[src/rtl/spiker_adapter_pkg.sv]
// Shared types and defaults for the spiker sample controller.
package spiker_adapter_pkg;

    localparam int N_STEPS_W_DEF = 16;

    typedef enum logic [2:0] {
        ST_IDLE   = 3'd0,
        ST_STEP   = 3'd1,
        ST_WAIT   = 3'd2,
        ST_SAMPLE = 3'd3,
        ST_DONE   = 3'd4
    } spiker_ctrl_state_e;

endpackage

[src/rtl/spiker_sample_ctrl_if.sv]
// Step handshake between the sample controller (master) and the spiking core (slave).
interface spiker_sample_ctrl_if;

    logic core_start_o;
    logic core_ready_i;
    logic core_done_i;

    modport master (
        output core_start_o,
        input  core_ready_i,
        input  core_done_i
    );

    modport slave (
        input  core_start_o,
        output core_ready_i,
        output core_done_i
    );

endinterface

[src/rtl/spiker_sample_ctrl.sv]
// Sequences N core time steps per run, guards each step with a timeout and
// strobes the spike-result writer once the last step completes.
//
// state     | meaning
// ----------+------------------------------------------------------------
// ST_IDLE   | waiting for start_i
// ST_STEP   | core_start_o held until the core accepts (core_ready_i)
// ST_WAIT   | step running; timeout counter advancing until core_done_i
// ST_SAMPLE | one-cycle sample_o strobe after the final step
// ST_DONE   | done_o held, irq_o pulsed on entry; leaves on clear_i
module spiker_sample_ctrl
    import spiker_adapter_pkg::*;
#(
    parameter int N_STEPS_W      = N_STEPS_W_DEF,
    parameter int TIMEOUT_CYCLES = 1048575
) (
    input  logic                 clk_i,
    input  logic                 rst_i,
    input  logic                 start_i,
    input  logic                 abort_i,
    input  logic                 clear_i,
    input  logic [N_STEPS_W-1:0] n_steps_i,
    spiker_sample_ctrl_if.master core,
    output logic                 sample_o,
    output logic                 busy_o,
    output logic                 done_o,
    output logic                 err_o,
    output logic                 irq_o,
    output logic [N_STEPS_W-1:0] step_cnt_o
);

    localparam int TMO_W = $clog2(TIMEOUT_CYCLES + 1);
    // Counter value seen during the last permitted WAIT cycle.
    localparam logic [TMO_W-1:0] TMO_LAST = TMO_W'(TIMEOUT_CYCLES - 1);

    spiker_ctrl_state_e   state_q;
    spiker_ctrl_state_e   state_d;
    logic [N_STEPS_W-1:0] n_steps_q;
    logic [N_STEPS_W-1:0] step_cnt_q;
    logic [TMO_W-1:0]     tmo_cnt_q;
    logic                 err_q;
    logic                 irq_q;
    logic                 last_step;
    logic                 tmo_hit;

    // The counter never wraps: n_steps_q bounds it below the all-ones value.
    assign last_step = (step_cnt_q + N_STEPS_W'(1)) == n_steps_q;
    assign tmo_hit   = (tmo_cnt_q == TMO_LAST);

    // State register.
    always_ff @(posedge clk_i) begin
        if (rst_i) begin
            state_q <= ST_IDLE;
        end else begin
            state_q <= state_d;
        end
    end

    // Next-state logic; abort outranks done, ready and timeout.
    always_comb begin
        state_d = state_q;
        case (state_q)
            ST_IDLE: begin
                if (start_i) begin
                    state_d = (n_steps_i == '0) ? ST_DONE : ST_STEP;
                end
            end
            ST_STEP: begin
                if (abort_i) begin
                    state_d = ST_IDLE;
                end else if (core.core_ready_i) begin
                    state_d = ST_WAIT;
                end
            end
            ST_WAIT: begin
                if (abort_i) begin
                    state_d = ST_IDLE;
                end else if (core.core_done_i) begin
                    state_d = last_step ? ST_SAMPLE : ST_STEP;
                end else if (tmo_hit) begin
                    state_d = ST_DONE;
                end
            end
            ST_SAMPLE: begin
                state_d = abort_i ? ST_IDLE : ST_DONE;
            end
            ST_DONE: begin
                if (clear_i) begin
                    state_d = ST_IDLE;
                end
            end
            default: state_d = ST_IDLE;
        endcase
    end

    // Run datapath: latched step target, step count, timeout counter, sticky error, irq pulse.
    always_ff @(posedge clk_i) begin
        if (rst_i) begin
            n_steps_q  <= '0;
            step_cnt_q <= '0;
            tmo_cnt_q  <= '0;
            err_q      <= 1'b0;
            irq_q      <= 1'b0;
        end else begin
            // Zero outside WAIT so every step starts with a fresh budget.
            tmo_cnt_q <= (state_q == ST_WAIT) ? tmo_cnt_q + TMO_W'(1) : '0;
            irq_q     <= (state_d == ST_DONE) && (state_q != ST_DONE);
            if (state_q == ST_IDLE && start_i) begin
                n_steps_q  <= n_steps_i;
                step_cnt_q <= '0;
                err_q      <= 1'b0;
            end
            if (state_q == ST_WAIT && !abort_i) begin
                if (core.core_done_i) begin
                    step_cnt_q <= step_cnt_q + N_STEPS_W'(1);
                end else if (tmo_hit) begin
                    err_q <= 1'b1;
                end
            end
        end
    end

    // Outputs decoded from registered state only.
    always_comb begin
        core.core_start_o = (state_q == ST_STEP);
        sample_o          = (state_q == ST_SAMPLE);
        busy_o            = (state_q == ST_STEP) || (state_q == ST_WAIT) || (state_q == ST_SAMPLE);
        done_o            = (state_q == ST_DONE);
        err_o             = err_q;
        irq_o             = irq_q;
        step_cnt_o        = step_cnt_q;
    end

endmodule

[src/flat_wrapper.sv]
// flat-port wrapper written by rule: the top's interface ports become plain ports
module spiker_sample_ctrl_flat import spiker_adapter_pkg::*;
#(
    parameter int N_STEPS_W      = N_STEPS_W_DEF,
    parameter int TIMEOUT_CYCLES = 1048575
)
  (clk_i, rst_i, start_i, abort_i, clear_i, n_steps_i, sample_o, busy_o, done_o, err_o, irq_o, step_cnt_o, core_core_start_o, core_core_ready_i, core_core_done_i);
  spiker_sample_ctrl_if core_i ();
  input  logic clk_i;
  input  logic rst_i;
  input  logic start_i;
  input  logic abort_i;
  input  logic clear_i;
  input  logic [N_STEPS_W-1:0] n_steps_i;
  output logic sample_o;
  output logic busy_o;
  output logic done_o;
  output logic err_o;
  output logic irq_o;
  output logic [N_STEPS_W-1:0] step_cnt_o;
  output wire logic [$bits(core_i.core_start_o)-1:0] core_core_start_o;
  input wire logic [$bits(core_i.core_ready_i)-1:0] core_core_ready_i;
  input wire logic [$bits(core_i.core_done_i)-1:0] core_core_done_i;
  assign core_core_start_o = core_i.core_start_o;
  assign core_i.core_ready_i = core_core_ready_i;
  assign core_i.core_done_i = core_core_done_i;
  spiker_sample_ctrl #(.N_STEPS_W(N_STEPS_W), .TIMEOUT_CYCLES(TIMEOUT_CYCLES)) u_core (.clk_i(clk_i), .rst_i(rst_i), .start_i(start_i), .abort_i(abort_i), .clear_i(clear_i), .n_steps_i(n_steps_i), .core(core_i), .sample_o(sample_o), .busy_o(busy_o), .done_o(done_o), .err_o(err_o), .irq_o(irq_o), .step_cnt_o(step_cnt_o));
endmodule
[config.mk]
export PLATFORM = sky130hd
export DESIGN_NAME = spiker_sample_ctrl_flat
export DESIGN_NICKNAME = d
export VERILOG_FILES = /design/src/rtl/spiker_adapter_pkg.sv /design/src/rtl/spiker_sample_ctrl_if.sv /design/src/rtl/spiker_sample_ctrl.sv /design/src/flat_wrapper.sv
export SDC_FILE = /design/constraint.sdc
export NUM_CORES = 1
export LEC_CHECK = 0
export CORE_MARGIN = 4
export CORE_UTILIZATION = 50
export DETAILED_ROUTE_END_ITERATION = 7
export PLACE_DENSITY_LB_ADDON = 0.1
export SKIP_LAST_GASP = 1
export SYNTH_ARGS = -nofsm -noshare
export SYNTH_HDL_FRONTEND = slang
export SYNTH_SLANG_ARGS = --single-unit
[constraint.sdc]
create_clock -name clk_i -period 3.02 [get_ports clk_i]
set_clock_uncertainty 0.05 [all_clocks]
set_input_delay 0.453 -clock clk_i [delete_from_list [all_inputs] [get_ports clk_i]]
set_output_delay 0.453 -clock clk_i [all_outputs]
set_load 0.005 [all_outputs]
==> impl_metrics.tcl, run 1 <==
set metrics [dict create \
    core-area_um2 5920 \
    synthArstFlopShare_pct 0 \
    synth_simple_gate_area_share_pct 31.6 \
    dr.first_iter.drc_count 228 \
    grt.total_usage_pct 22.2 \
    crit_family "simple AND/OR/NAND/NOR gates" \
    routedWlPerCell_um 14.8 \
    worstPathRequired_ps 3220 \
    ant_nets 0 \
    layout_min_cycle_time_ps 2300 \
    wirelength_mm 7.48 \
    yosysSeqAreaShare_pct 37.4 \
    status "finished, final reports clean" \
    synth_area_leader_cell "dfxtp_1" \
    cts_root_buf "clkbuf_8" \
    fin_cells 505 \
    setup_viol_count_final 0 \
    cts_tree "built" \
    rr_worst_depth 6 \
    dpl.cell_count 490 \
    relSlewSlack_pct 31.7 \
    layout_commonest_cell "dfxtp_1" \
    numCtsBuffers 9 \
    synth_area_um2 3050 \
    dr.pass1.iters 5 \
    setup_ws_ps 722 \
    gp_congestion 0.836 \
    dp_hpwl_mm 5.34 \
    die_w_um 86.1 \
    rsz0062_at_grt "false" \
    cp.arrival_ps 2500 \
    die_height_um 86.1 \
    synth_edf_count 0 \
    grt_pass1_wl_mm 13.1 \
    path_max_fanout 7 \
    dpl_cell_area_um2 3530 \
    layout-drive-gt1-share_pct 6.98 \
    cts_setup_buffers 0 \
    fmax_mhz 435 \
    grt_max_degree 22 \
    crit_buf_inv 0 \
    syn_inst 388 \
    synth_seq_cells 57 \
    clock_latency_ps 340 \
    totalPowerFinal_w 0.00163 \
    path_depth 6 \
    dp_worst_setup_slack_ps 461 \
    drc_errors 0 \
    io_buffers 44 \
    start_kind "register" \
    cap_violations 0 \
    synth.distinct_cells 50 \
    hp-class "register to register" \
    grt_pass1_vias 2711 \
    viasPerCell 5.68 \
    synth_xor_area_share_pct 8.91 \
    n_antenna_cell 0 \
    synth_mux_area_share_pct 0.328 \
    fin_crit_sh_pct 76.1 \
    fillers 517 \
    clk_path_buf_depth 2 \
    critPathKind "register to register" \
    use_met3_pct 3.94 \
    path_clk_slew_ps 60 \
    met1_usage_pct 33.1 \
    yosys_warnings 0 \
    yosysTopAreaCellShare_pct 37.4 \
    hold_violations 0 \
    tightest_slew_ps 1010 \
    syn_nets 414 \
    slew_viol_final 0 \
    vdd_ir_drop_max_v 0.000294 \
    antenna_found_initial 0 \
    power.density_nw_per_um2 438 \
    pin_count 45 \
    cp_slowest_stage_delay_ps 470 \
    use_met2_pct 31.0 \
    cts_resized 0 \
    dieArea_um2 7410 \
    clock-sinks 57 \
    setup_tns_ps 0 \
    fin_area_um2 3730 \
    num-nets-final 452 \
    crit_chain "ha_1 > nand2_1 > or3_1 > a2111oi_2 > nand4_1 > o41ai_2" \
    avgSynthCellArea_um2 7.86 \
    critPathSlowestCell "dfxtp_1" \
    mostFrequentLayoutCells "57 x dfxtp_1, 56 x nand2_1, 44 x clkdlybuf4s50_1, 42 x nor2_1, 37 x a21oi_1" \
    num_vias 2869 \
    cts_hold_buf 0 \
    holdPathStages 2 \
    synth-compound-area-share_pct 16.6 \
    area_growth_pct 22.3 \
    endpoint_kind "register" \
    ys.flop_type "dfxtp_1" \
    rows 28 \
    gr-total-overflow 0 \
    initial_core_util_pct 51.5 \
    synth_fa_ha_area_share_pct 1.23 \
    synthTopCellsByArea "dfxtp_1 37%, nand2_1 6.9%, a21oi_1 6.1%" \
    leakage_nw 1.22 \
    cts.htree.levels 3 \
    synth_top_family_by_area "simple AND/OR/NAND/NOR gates" \
    gr-max-usage-layer "met1" \
]
## worst paths after layout
path / startpoint / to / slack, ps
setup / recovery: u_core.step_cnt_o[0] / u_core.state_q[1] / 720
hold / removal: u_core.err_o / u_core.err_o / 410
setup reg to reg: u_core.step_cnt_o[0] / u_core.state_q[1] / 720
hold reg to reg: u_core.err_o / u_core.err_o / 410
## per-layer routing
metal  wire length (µm)  up-vias
met5                  0        -
met4                110        0
met3                477        9
met2               3110       92
met1               3780     1296
li1                   -     1472
## cells in the mapped netlist (2+ instances only)
cell and n:
dfxtp_1 57, nand2_1 56, nor2_1 42, a21oi_1 37, clkbuf_1 18, o21ai_0 18, xnor2_1 16, xor2_1 15
nand4_1 14, nand3_1 13, nor4_1 11, or3_1 8, a31oi_1 5, and2_1 5, and3_1 5, nand3b_1 5
and4_1 4, inv_1 4, a211o_1 3, a311oi_1 3, buf_2 3, ha_1 3, nor2b_1 3, nor3_1 3
nor3b_1 3, a211oi_1 2, a21o_1 2, a31o_2 2, and3b_1 2, buf_4 2, nand2b_1 2, nor4b_1 2
nor4b_2 2, or4_1 2
## where the power goes
group          internal [W]  switching (W)
logic             0.0000650      0.0000658
clock network      0.000419       0.000298
registers          0.000767      0.0000172
total               0.00125       0.000381
## kinds of logic (layout without fill, tap and decap cells)
logic type      count (synthesis)  after routing
flops                          57             57
mux                             1              1
buf+inv                        28             70
simple gates                  186            186
xor+xnor                       31             31
fa+ha+maj                       3              3
compound gates                 82             82
## worst register-to-register path: stages (launching register included)
cell and delay [ps]:
dfxtp_1 470, ha_1 300, nand2_1 180, or3_1 400
a2111oi_2 360, nand4_1 150, o41ai_2 310
## stage by stage
| stage | util (%) | hold slack [ps] |
|---|---|---|
| 3_3_place_gp | 59.7 | 396 |
| 3_5_place_dp | 59.7 | 402 |
| 4_1_cts | 63.0 | 414 |
| 6_report | 63.0 | 413 |
| 5_1_grt | 63.0 | 446 |
| 2_1_floorplan | - | 398 |
## cell type report
| class | count | area [µm²] | area share [%] |
|---|---|---|---|
| clock buffer | 12 | 155 | 4.16 |
| inverter | 4 | 15.0 | 0.403 |
| multi-input combinational | 303 | 1790 | 48.0 |
| timing repair buffer | 51 | 493 | 13.2 |
| sequential | 57 | 1140 | 30.6 |
| tap | 75 | 93.8 | 2.52 |
| clock inverter | 3 | 40.0 | 1.07 |
## flip-flops by register name, summed over array words and instances, names as in the netlist
signal / count
u_core.n_steps_q: 16
u_core.tmo_cnt_q: 20
u_core.step_cnt_o: 16
u_core.err_o: 1
u_core.state_q: 3
u_core.irq_o: 1
Note: power is estimated with default switching activity, not from simulation.
==> inputs of run 2 (changes only) <==
CORE_UTILIZATION = 49   (was 50)
clock period = 2 ns   (was 3.02 ns; I/O delays follow)
==> run 2 against run 1 <==
Final area up 7.1%; worst hold slack better by 14 ps; power rose by 52%; combinational power is 62% higher; critical path type is now register to output port; critical endpoint is now core_core_start_o; highest routed layer unchanged.
==> impl_metrics.tcl, run 2 (same netlist as run 1, synthesis figures left out) <==
set metrics [dict create \
    pin_count 45 \
    highest-signal-layer "met4" \
    slew_viol_final 0 \
    cap_violations 0 \
    rows 28 \
    grt_max_degree 21 \
    area_growth_pct 31.0 \
    layout-drive-gt1-share_pct 14.8 \
    path_depth 3 \
    min_to "u_core.n_steps_q[13]" \
    fin_area_um2 3990 \
    relSlewSlack_pct 53.1 \
    critPathSlowestCell "clkdlybuf4s50_1" \
    min-delay-start "u_core.n_steps_q[13]" \
    p_comb_share_pct 8.5 \
    p_int_w 0.00190 \
    core-area_um2 5990 \
    mostFrequentLayoutCells "55 x nand2_1, 55 x dfxtp_1, 43 x clkdlybuf4s50_1, 39 x nor2_1, 37 x a21oi_1" \
    setup_viol_count_final 0 \
    cp.arrival_ps 1600 \
    power.density_nw_per_um2 623 \
    wl_met1_mm 3.89 \
    status "finished, final reports clean" \
    dieArea_um2 7550 \
    reg2reg_to "u_core.state_q[1]" \
    totalPowerFinal_w 0.00249 \
    holdPathStages 2 \
    largest_reg_flops 20 \
    holdWs_ps 427 \
    numCtsBuffers 9 \
    grt_pass1_vias 2869 \
    rr_startpoint "u_core.step_cnt_o[10]" \
    ant_nets 0 \
    vdd_ir_drop_max_v 0.000589 \
    seqPwrFrac_pct 47.6 \
    drc_errors 0 \
    routedWlPerCell_um 15.2 \
    endpoint_kind "output port" \
    num_vias 3109 \
    dr.pass1.iters 5 \
    num-nets-final 480 \
    dp_hpwl_mm 5.74 \
    critPathKind "register to output port" \
    crit_buf_inv 2 \
    fillers 526 \
    r2r_slack_ps 60 \
    utilization_pct 66.6 \
    hp-class "register to register" \
    rr_worst_depth 5 \
    gp_congestion 0.889 \
    layout_min_cycle_time_ps 1950 \
    path_max_fanout 9 \
    met3_length_um 492 \
    p_sw_w 0.000588 \
    leakage_nw 1.38 \
    fin_crit_sh_pct 97.4 \
    viasPerCell 5.83 \
    tightest_slew_ps 704 \
    n_antenna_cell 0 \
    cp_slowest_stage_delay_ps 540 \
    worstPathRequired_ps 1650 \
    clock_latency_ps 340 \
    dr.first_iter.drc_count 231 \
    grt_pass1_wl_mm 13.6 \
    cts_root_buf "clkbuf_8" \
    start_kind "register" \
    path_clk_slew_ps 60 \
    die_height_um 86.9 \
    clk_path_buf_depth 2 \
    wirelength_mm 8.12 \
    grt.total_usage_pct 22.8 \
    gr-total-overflow 0 \
    io_buffers 44 \
    rsz0062_at_grt "true" \
    hold_violations 0 \
    pwr-share-clk_pct 43.9 \
    cts.htree.levels 3 \
    crit_chain "buf_4 > nor3b_4 > clkdlybuf4s50_1" \
    initial_core_util_pct 50.9 \
    cts_tree "built" \
    antenna_found_initial 0 \
    p_sw_share_pct 23.7 \
    largest_register "u_core.tmo_cnt_q" \
    crit_family "buffers and inverters" \
    fmax_mhz 513 \
    die_w_um 86.9 \
    dr_wl_met2_mm 3.55 \
    clock-sinks 57 \
    dpl_cell_area_um2 3740 \
]
[run 2: cell types whose count changed in the layout (fill, tap and decap cells not counted), sizes merged]
cell,change
buf,+28
clkdlybuf4s50,-1
dlymetal6s2s,+1
[run 2: stage by stage]
step / setup WS, ps / setup TNS, ps / instances
floorplan: 23.2 / 0 / 388
CTS: 2.81 / 0 / 532
global route: -43.5 / -46.4 / 533
finish: 51.5 / 0 / 533
global placement: -216 / -1760 / 517
detailed placement: -257 / -2470 / 517
[run 2: power by group through the flow]
stage               Clock (W)  Sequential (W)  Combinational, W
global route          0.00116         0.00118          0.000234
finish                0.00109         0.00118          0.000212
floorplan                   0         0.00120          0.000113
CTS                   0.00110         0.00118          0.000207
detailed placement          0         0.00121          0.000204
global placement            0         0.00120          0.000203
[run 2: per-layer routing]
layer  up-vias  track usage (%)
met3        15             4.82
met4         0             9.92
met5         -                0
met1      1457             31.4
li1       1528                -
met2       109             34.2
[run 2: area by class of cell]
| cell class | count | area [µm²] | share of cell area [%] |
|---|---|---|---|
| Timing Repair Buffer | 79 | 709 | 17.8 |
| Tap cell | 75 | 93.8 | 2.35 |
| Inverter | 4 | 15.0 | 0.376 |
| Sequential cell | 57 | 1140 | 28.7 |
| Clock buffer | 12 | 155 | 3.89 |
| Clock inverter | 3 | 40.0 | 1.00 |
| Multi-Input combinational cell | 303 | 1830 | 46.0 |
[run 2: how the worst max path moves through the flow]
stage / slack [ps] / to / start
after global placement: -220 / u_core.step_cnt_o[15] / abort_i
after global routing: -40 / u_core.state_q[1] / u_core.step_cnt_o[10]
after detailed placement: -260 / u_core.step_cnt_o[15] / abort_i
after floorplan: 20 / u_core.state_q[1] / u_core.step_cnt_o[1]
after CTS: 3 / done_o / u_core.state_q[0]
final: 50 / core_core_start_o / u_core.state_q[2]
[run 2: worst register-to-register path, stage by stage, from the launching register on]
cell,delay [ps]
dfxtp_1,480
nand4_1,270
nor3_2,290
mux2i_1,310
nand4_1,140
o41ai_2,300
[run 2: what timing repair did]
action	in CTS	in global routing
buffers inserted	0	1
hold buffers	0	0
endpoints found under the setup margin	2	11
resized for setup	2	10
pin swaps	0	2
